==> config.mk <==
export PLATFORM = sky130hd
export DESIGN_NAME = bist_ora_misr
export DESIGN_NICKNAME = d
export VERILOG_FILES = /design/src/rtl/bist_ora_misr.sv
export SDC_FILE = /design/constraint.sdc
export NUM_CORES = 1
export LEC_CHECK = 0
export BUFFER_PORTS_ARGS = -buffer_cell sky130_fd_sc_hd__buf_2
export CORE_AREA = 2 2 39 41
export DETAILED_ROUTE_END_ITERATION = 7
export DIE_AREA = 0 0 41 43
export REMOVE_ABC_BUFFERS = 1
export SYNTH_ARGS = -nofsm -noshare
export SYNTH_HDL_FRONTEND = slang
export SYNTH_SLANG_ARGS = --single-unit
==> constraint.sdc <==
create_clock -name clock -period 1.3 [get_ports clock]
set_input_delay 0.13 -clock clock [delete_from_list [all_inputs] [get_ports clock]]
set_output_delay 0.13 -clock clock [all_outputs]
set_load 0.05 [all_outputs]
==> src/rtl/bist_ora_misr.sv <==
// bist_ora_misr: BIST output response analyzer.
// Compresses the CUT {carry,sum} responses into a MISR. Once the TPG reports
// complete, it compares the signature with GOLDEN and holds
// test_done/test_pass until reset.
// Optional feature macro: ORA_CNT_CHECK_EN. When it is defined, a saturating
// vector counter is added, the vec_count port is exposed, and the pass verdict
// also requires vec_count == EXP_CNT.

// One MISR bit: shifted-in neighbour, optional feedback tap, response bit.
module bist_ora_misr_cell #(
  parameter bit TAP      = 1'b0,
  parameter bit SEED_BIT = 1'b0
) (
  input  logic clock,
  input  logic reset,
  input  logic en,
  input  logic prev,
  input  logic fb,
  input  logic r,
  output logic q
);

  // Per-bit signature register; reset loads this bit's seed.
  always_ff @(posedge clock) begin
    if (!reset)  q <= SEED_BIT;
    else if (en) q <= prev ^ (TAP & fb) ^ r;
  end

endmodule

module bist_ora_misr #(
  parameter int                RESP_W  = 2,
  parameter int                MISR_W  = 3,
  parameter logic [MISR_W-1:0] POLY    = 3'b011,
  parameter logic [MISR_W-1:0] SEED    = 3'b000,
  parameter logic [MISR_W-1:0] GOLDEN  = 3'b000,
  parameter int                EXP_CNT = 7,
  parameter int                CNT_W   = 4
) (
  input  logic              clock,
  input  logic              reset,
  input  logic [RESP_W-1:0] resp_in,
  input  logic              resp_valid,
  input  logic              tpg_complete,
  output logic [MISR_W-1:0] signature,
  output logic              test_done,
  output logic              test_pass
`ifdef ORA_CNT_CHECK_EN
  ,
  output logic [CNT_W-1:0]  vec_count
`endif
);

  // Parameter sanity: responses must fit in the signature, and the expected
  // count must lie within the counter's range.
  if (MISR_W < RESP_W) begin : g_bad_width
    $error("bist_ora_misr: MISR_W must be >= RESP_W");
  end
  if (EXP_CNT > (2**CNT_W) - 1) begin : g_bad_cnt
    $error("bist_ora_misr: EXP_CNT does not fit in CNT_W bits");
  end

  typedef enum logic [1:0] {
    IDLE  = 2'd0,
    RUN   = 2'd1,
    CHECK = 2'd2,
    DONE  = 2'd3
  } state_t;

  state_t            state_q, state_d;
  logic              compress;
  logic              cnt_ok;
  logic              done_q, pass_q;
  logic [MISR_W-1:0] sig;
  logic [MISR_W-1:0] resp_ext;
  logic              fb;

  assign resp_ext = MISR_W'(resp_in);
  assign fb       = sig[MISR_W-1];

  // Compression happens only while collecting, IDLE included, so that the
  // first vector is never lost.
  assign compress = resp_valid && ((state_q == IDLE) || (state_q == RUN));

  // MISR as an array of per-bit cells. Bit 0 always takes feedback; the
  // higher bits take feedback only where POLY has a tap.
  for (genvar i = 0; i < MISR_W; i++) begin : g_cell
    if (i == 0) begin : g_lsb
      bist_ora_misr_cell #(.TAP(1'b1), .SEED_BIT(SEED[0])) u_cell (
        .clock (clock),
        .reset (reset),
        .en    (compress),
        .prev  (1'b0),
        .fb    (fb),
        .r     (resp_ext[0]),
        .q     (sig[0])
      );
    end else begin : g_bit
      bist_ora_misr_cell #(.TAP(POLY[i]), .SEED_BIT(SEED[i])) u_cell (
        .clock (clock),
        .reset (reset),
        .en    (compress),
        .prev  (sig[i-1]),
        .fb    (fb),
        .r     (resp_ext[i]),
        .q     (sig[i])
      );
    end
  end

`ifdef ORA_CNT_CHECK_EN
  logic [CNT_W-1:0] cnt_q;

  // Count compressed vectors; saturate so that overruns cannot alias back
  // onto EXP_CNT.
  always_ff @(posedge clock) begin
    if (!reset)                      cnt_q <= '0;
    else if (compress && cnt_q != '1) cnt_q <= cnt_q + 1'b1;
  end

  assign cnt_ok    = (cnt_q == CNT_W'(EXP_CNT));
  assign vec_count = cnt_q;
`else
  assign cnt_ok = 1'b1;
`endif

  // State register.
  always_ff @(posedge clock) begin
    if (!reset) state_q <= IDLE;
    else        state_q <= state_d;
  end

  // Next state. A complete seen in IDLE or RUN wins over staying to collect;
  // that cycle's vector is still compressed through the compress enable.
  always_comb begin
    state_d = state_q;
    unique case (state_q)
      IDLE: begin
        if (tpg_complete)    state_d = CHECK;
        else if (resp_valid) state_d = RUN;
      end
      RUN: begin
        if (tpg_complete) state_d = CHECK;
      end
      CHECK:   state_d = DONE;
      DONE:    state_d = DONE;
      default: state_d = IDLE;
    endcase
  end

  // Verdict registers. They are written only in CHECK, so that pass stays 0
  // until done is set and both are frozen afterwards.
  always_ff @(posedge clock) begin
    if (!reset) begin
      done_q <= 1'b0;
      pass_q <= 1'b0;
    end else if (state_q == CHECK) begin
      done_q <= 1'b1;
      pass_q <= (sig == GOLDEN) && cnt_ok;
    end
  end

  assign signature = sig;
  assign test_done = done_q;
  assign test_pass = pass_q;

endmodule

After elaboration in Yosys (flattened, before gate mapping)
Index checks and enable logic that the tools add are counted.
{"block": "totals", "mem_count": 0, "out_inout_bits": 5, "wordCells": 24, "register_bits": 7, "in_bits": 6, "latch_bits": 0, "mem_bits_rw": 0, "mem_bits_ro": 0}
{"block": "classes", "shifts": 0, "n_addsub": 0, "n_reduce_logical": 6, "magnitude_cmp": 0, "bitwise": 3, "mux": 4, "n_mul": 0, "n_div": 0, "n_eq_ne": 5}
{"op": "$mux W2", "count": 3}
{"op": "$pmux W2 S3", "count": 1}
{"op": "$eq A2 B2 Y1 const B", "count": 2}
{"op": "$logic_not A3 Y1", "count": 1}
{"op": "$ne A3 B3 Y1 const B", "count": 1}
{"op": "$xor A1 B1 Y1", "count": 3}
{"op": "$eq A2 B1 Y1 const B", "count": 1}
{"op": "$logic_not A2 Y1", "count": 1}
{"op": "$ne A2 B2 Y1 const B", "count": 1}
{"op": "$reduce_and A2 Y1", "count": 1}
{"op": "$reduce_or A2 Y1", "count": 1}
{"op": "$logic_and A1 B1 Y1", "count": 1}
{"op": "$logic_or A1 B1 Y1", "count": 1}

Depth between registers and ports, before layout
{"block": "depth", "depth_word": 3, "depth_mapped": 3, "mapped_depth_nobuf": 3}

Hierarchy
A second synthesis with hierarchy kept.
{"block": "unflattened", "cells_unflattened": 31, "hier_area_um2": 314.1}
{"mod": "bist_ora_misr", "instances": 1, "seq_area_each_um2": 80.1, "area_per_inst_um2": 160.2, "cells_per_inst": 15}
{"mod": "bist_ora_misr_cell (g_cell[0].g_lsb.u_cell ...)", "instances": 2, "seq_area_each_um2": 20.0, "area_per_inst_um2": 57.6, "cells_per_inst": 6}
{"mod": "bist_ora_misr_cell (g_cell[2].g_bit.u_cell)", "instances": 1, "seq_area_each_um2": 20.0, "area_per_inst_um2": 38.8, "cells_per_inst": 4}

Worst setup path before layout
Ideal clock, no wire load.
{"block": "synth_timing", "path_kind": "flip-flop to flip-flop", "start": "reg test_pass (netlist name)", "end": "reg pass_q, in the netlist test_pass", "arrival_time_ns": 0.838, "setup_ns": 0.066, "path_buffers": 0, "required_time_ns": 1.234, "path_slack_ns": 0.397, "period_less_slack_ns": 0.903, "stages_incl_launch_ff": 3, "cell_sequence": "dfxtp_1 > mux2i_1 > nor2b_1"}
{"element": "end signal: assignment", "line": "159", "rtl": "pass_q <= (sig == GOLDEN) && cnt_ok;"}
{"element": "end: declaration", "line": "73", "rtl": "logic done_q, pass_q;"}

Final worst setup path
{"block": "layout_timing", "start": "reg g_cell[2].g_bit.u_cell.q", "end": "out signature[2]"}
{"element": "start: declaration", "line": "20", "rtl": "output logic q"}
{"element": "start signal: assignment", "line": "26", "rtl": "else if (en) q <= prev ^ (TAP & fb) ^ r;"}
{"element": "end: declaration", "line": "45", "rtl": "output logic [MISR_W-1:0] signature,"}
No word-level cell between the ends.

==> out/results.tsv <==
stage	metric	value	unit
status	status	finished, final reports clean	
sta	Max-slew headroom	83.4	%
run	max cap viols	0	
sta	Final period util	83.9	%
min_path	WHS Path Cells	2	
logic_synthesis	top-area cell type share of the netlist area	44.4	%
setup_path	Crit path largest cell delay	420	ps
min_path	Worst Hold Class	primary input to flip-flop	
setup_path	worst-path fanout max	6	
finish	fraction of layout cells with a size suffix above 1	36.6	%
logic_synthesis	Synth area leader	dfxtp_1	
logic_synthesis	largest family of logic cells by synthesized area	simple AND/OR/NAND/NOR gates	
clock_network	post-CTS setup buffer count	0	
sta	Tmin final	1090	ps
power_and_ir_drop	combinational power share	19.4	%
die	Row Count	14	
power_and_ir_drop	PD cells	1400	nW/um^2
sta	final worst setup slack	209	ps
setup_path	FF-to-FF path depth	3	
min_path	Min-Delay Startpoint	tpg_complete	
finish	final core utilization	27.8	%
min_path	WHS Endpoint	state_q[1]	
power_and_ir_drop	part of the power in registers	45.4	%
finish	area occupied by multi-input gates	148	sq um
sta	Slew Limit Fails	0	
setup_path	FF-to-FF Start	state_q[1]	
sta	Final setup viols	0	
sta	Final Hold Viols	0	
drt	drt initial violations	2	
global_routing	vias in the first global route	212	
logic_synthesis	Post-Synthesis Cells	31	
clock_network	Num CTS Buffers	3	
setup_path	worst path cell trace	buf_2	
place	number of I/O port buffers	10	
logic_synthesis	Synth Area in Simple Gates	21.8	%
clock_network	Clock Latency Late Sink	240	ps
logic_synthesis	compound-cell area share of the yosys netlist	13.1	%
finish	number of antenna cells inserted	0	
finish	Final #Nets	48	
global_routing	largest net degree at the start of global routing	10	
logic_synthesis	Mapped Avg Cell Area	10.2	sq um
setup_path	CP top delay family	flip-flops	
power_and_ir_drop	Clk pwr share	35.2	%
clock_network	H-tree levels	1	
sta	worst slew pin tran	250	ps
power_and_ir_drop	VDD IR max	535	uV
setup_path	slowest cell on the critical path	dfxtp_1	
power_and_ir_drop	LEAKAGE	0.179	nW
logic_synthesis	total number of yosys warnings	0	
setup_path	CP endpoint kind	output pin	
setup_path	Setup crit start kind	flip-flop	
logic_synthesis	sequential share of the synthesized area	44.4	%
finish	final instance area	384	sq um
sta	skew final	4.88	ps
clock_network	# clock sinks	7	
place	dpl ws	386	ps
drt	total vias in the final route	237	
global_routing	GR Overflow Total	0	
finish	most common cell after layout, fill and taps aside	buf_2	
die	initial core utilization	22.8	%
drt	ANT nets after route	0	
global_routing	Total GRT Usage	7.16	%
sta	Setup TNS	0	ps
clock_network	deepest clock path buffer count	2	
drt	vias per cell	4.16	
setup_path	CP Data Required Time	1170	ps
die	core area	1380	sq um
clock_network	CTS Hold Buffers Added	0	
drt	drc violations	0	
logic_synthesis	adder-cell share of the synthesized area	0	%
place	Cell Area, Placed	358	sq um
die	Total Die Area	1760	sq um
setup_path	worst path bufs/invs	1	
clock_network	CTS tree	built	
setup_path	reg2reg end	test_pass	
die	I/O Pins	11	
finish	most frequent cells in the layout	10 x buf_2, 7 x dfxtp_1, 3 x o21a_1, 3 x clkbuf_4	
power_and_ir_drop	Switching Power	0.153	mW
clock_network	register clock-pin slew on the reported worst setup and hold paths	50	ps
sta	Max Freq	0.917	GHz
logic_synthesis	post-synthesis mux area share	6.35	%
logic_synthesis	Synth area leaders	dfxtp_1 44%, buf_4 7.1%, o21a_1 7.1%	
drt	DR pass1 iterations	2	
clock_network	clk root buf	clkbuf_4	
global_routing	first-pass GRT wire length	828	microns
power_and_ir_drop	internal power	0.386	mW
finish	fillcell total	148	
logic_synthesis	Yosys cell types	17	
setup_path	WP data arrival	960	ps
clock_network	post-CTS sizing	0	
die	Die X	41	microns
global_routing	antenna violations before repair	0	
finish	storage element area	140	sq um
drt	Routed WL	514	microns
logic_synthesis	Cell Area, Synth	315	sq um
sta	RSZ-0062 raised after global routing	false	
setup_path	Reg2Reg Setup Slack	390	ps
finish	Layout area overhead	21.8	%
place	GP Congestion	0.608	
logic_synthesis	flops & latches, synth	7	
die	Die H	43	microns
power_and_ir_drop	switching portion of total power	28.4	%
drt	wire length per cell	9.02	microns
setup_path	CP Class	flip-flop to output pin	
logic_synthesis	Post-Synth XOR/XNOR Area	5.56	%
## Yosys cell counts, drive strengths merged
cell type  number
nor2            2
xnor2           1
xor2            1
nand2           2
nand4b          1
o221ai          1
nand3           1
dfxtp           7
nor3            1
and2b           1
o211a           1
o21a            3
mux2i           2
nor2b           3
buf             4
## state kept, by name, summed over array words and instances, names as in the netlist
register	flops
test_done	1
state_q	2
test_pass	1
g_cell.g_lsb.u_cell.q	1
g_cell.g_bit.u_cell.q	2
## power by group through the flow
stage / Combinational [mW] / Clock (mW) / Sequential, mW
floorplan: 0.0374 / 0 / 0.288
finish: 0.105 / 0.190 / 0.245
CTS: 0.106 / 0.200 / 0.245
global route: 0.113 / 0.207 / 0.247
detailed placement: 0.106 / 0 / 0.249
global placement: 0.106 / 0 / 0.249
## final cells by class
cell class              count  area share, %
clock buffers               4           6.84
multi-input cells          20           38.4
flip-flops and latches      7           36.5
well taps                  16           5.21
repair buffers             10           13.0
## metrics by stage
stage | total power [mW] | cells | hold slack [ps]
2_1_floorplan | 0.326 | 27 | 240
3_3_place_gp | 0.355 | 53 | 349
3_5_place_dp | 0.355 | 53 | 358
4_1_cts | 0.551 | 57 | 104
5_1_grt | 0.567 | 57 | 110
6_report | 0.540 | 57 | 105
## logic make-up (layout without fill, tap and decap cells)
group | after synthesis | count (layout)
compound gates | 5 | 5
xor+xnor | 2 | 2
buf+inv | 4 | 14
flops | 7 | 7
mux | 2 | 2
simple gates | 11 | 11
## routing by layer
metal | vias to the layer above | part of all wire (%) | GRT usage, %
met4 | 0 | 0 | 4.00
li1 | 124 | - | -
met3 | 0 | 6.4 | 3.14
met1 | 108 | 44 | 9.45
met2 | 5 | 50 | 9.38
met5 | - | 0 | 0
## worst max path at each step
stage	start	endpoint	slack [ps]	cells past startpoint
4_1_cts	g_cell[2].g_bit.u_cell.q	signature[2]	210	1
2_1_floorplan	g_cell[0].g_lsb.u_cell.q	g_cell[1].g_bit.u_cell.q	160	3
3_3_place_gp	state_q[1]	test_pass	400	3
3_5_place_dp	state_q[1]	test_pass	390	3
6_report	g_cell[2].g_bit.u_cell.q	signature[2]	210	1
5_1_grt	g_cell[2].g_bit.u_cell.q	signature[2]	170	1
No activity file was read; power rests on OpenSTA's default activity.
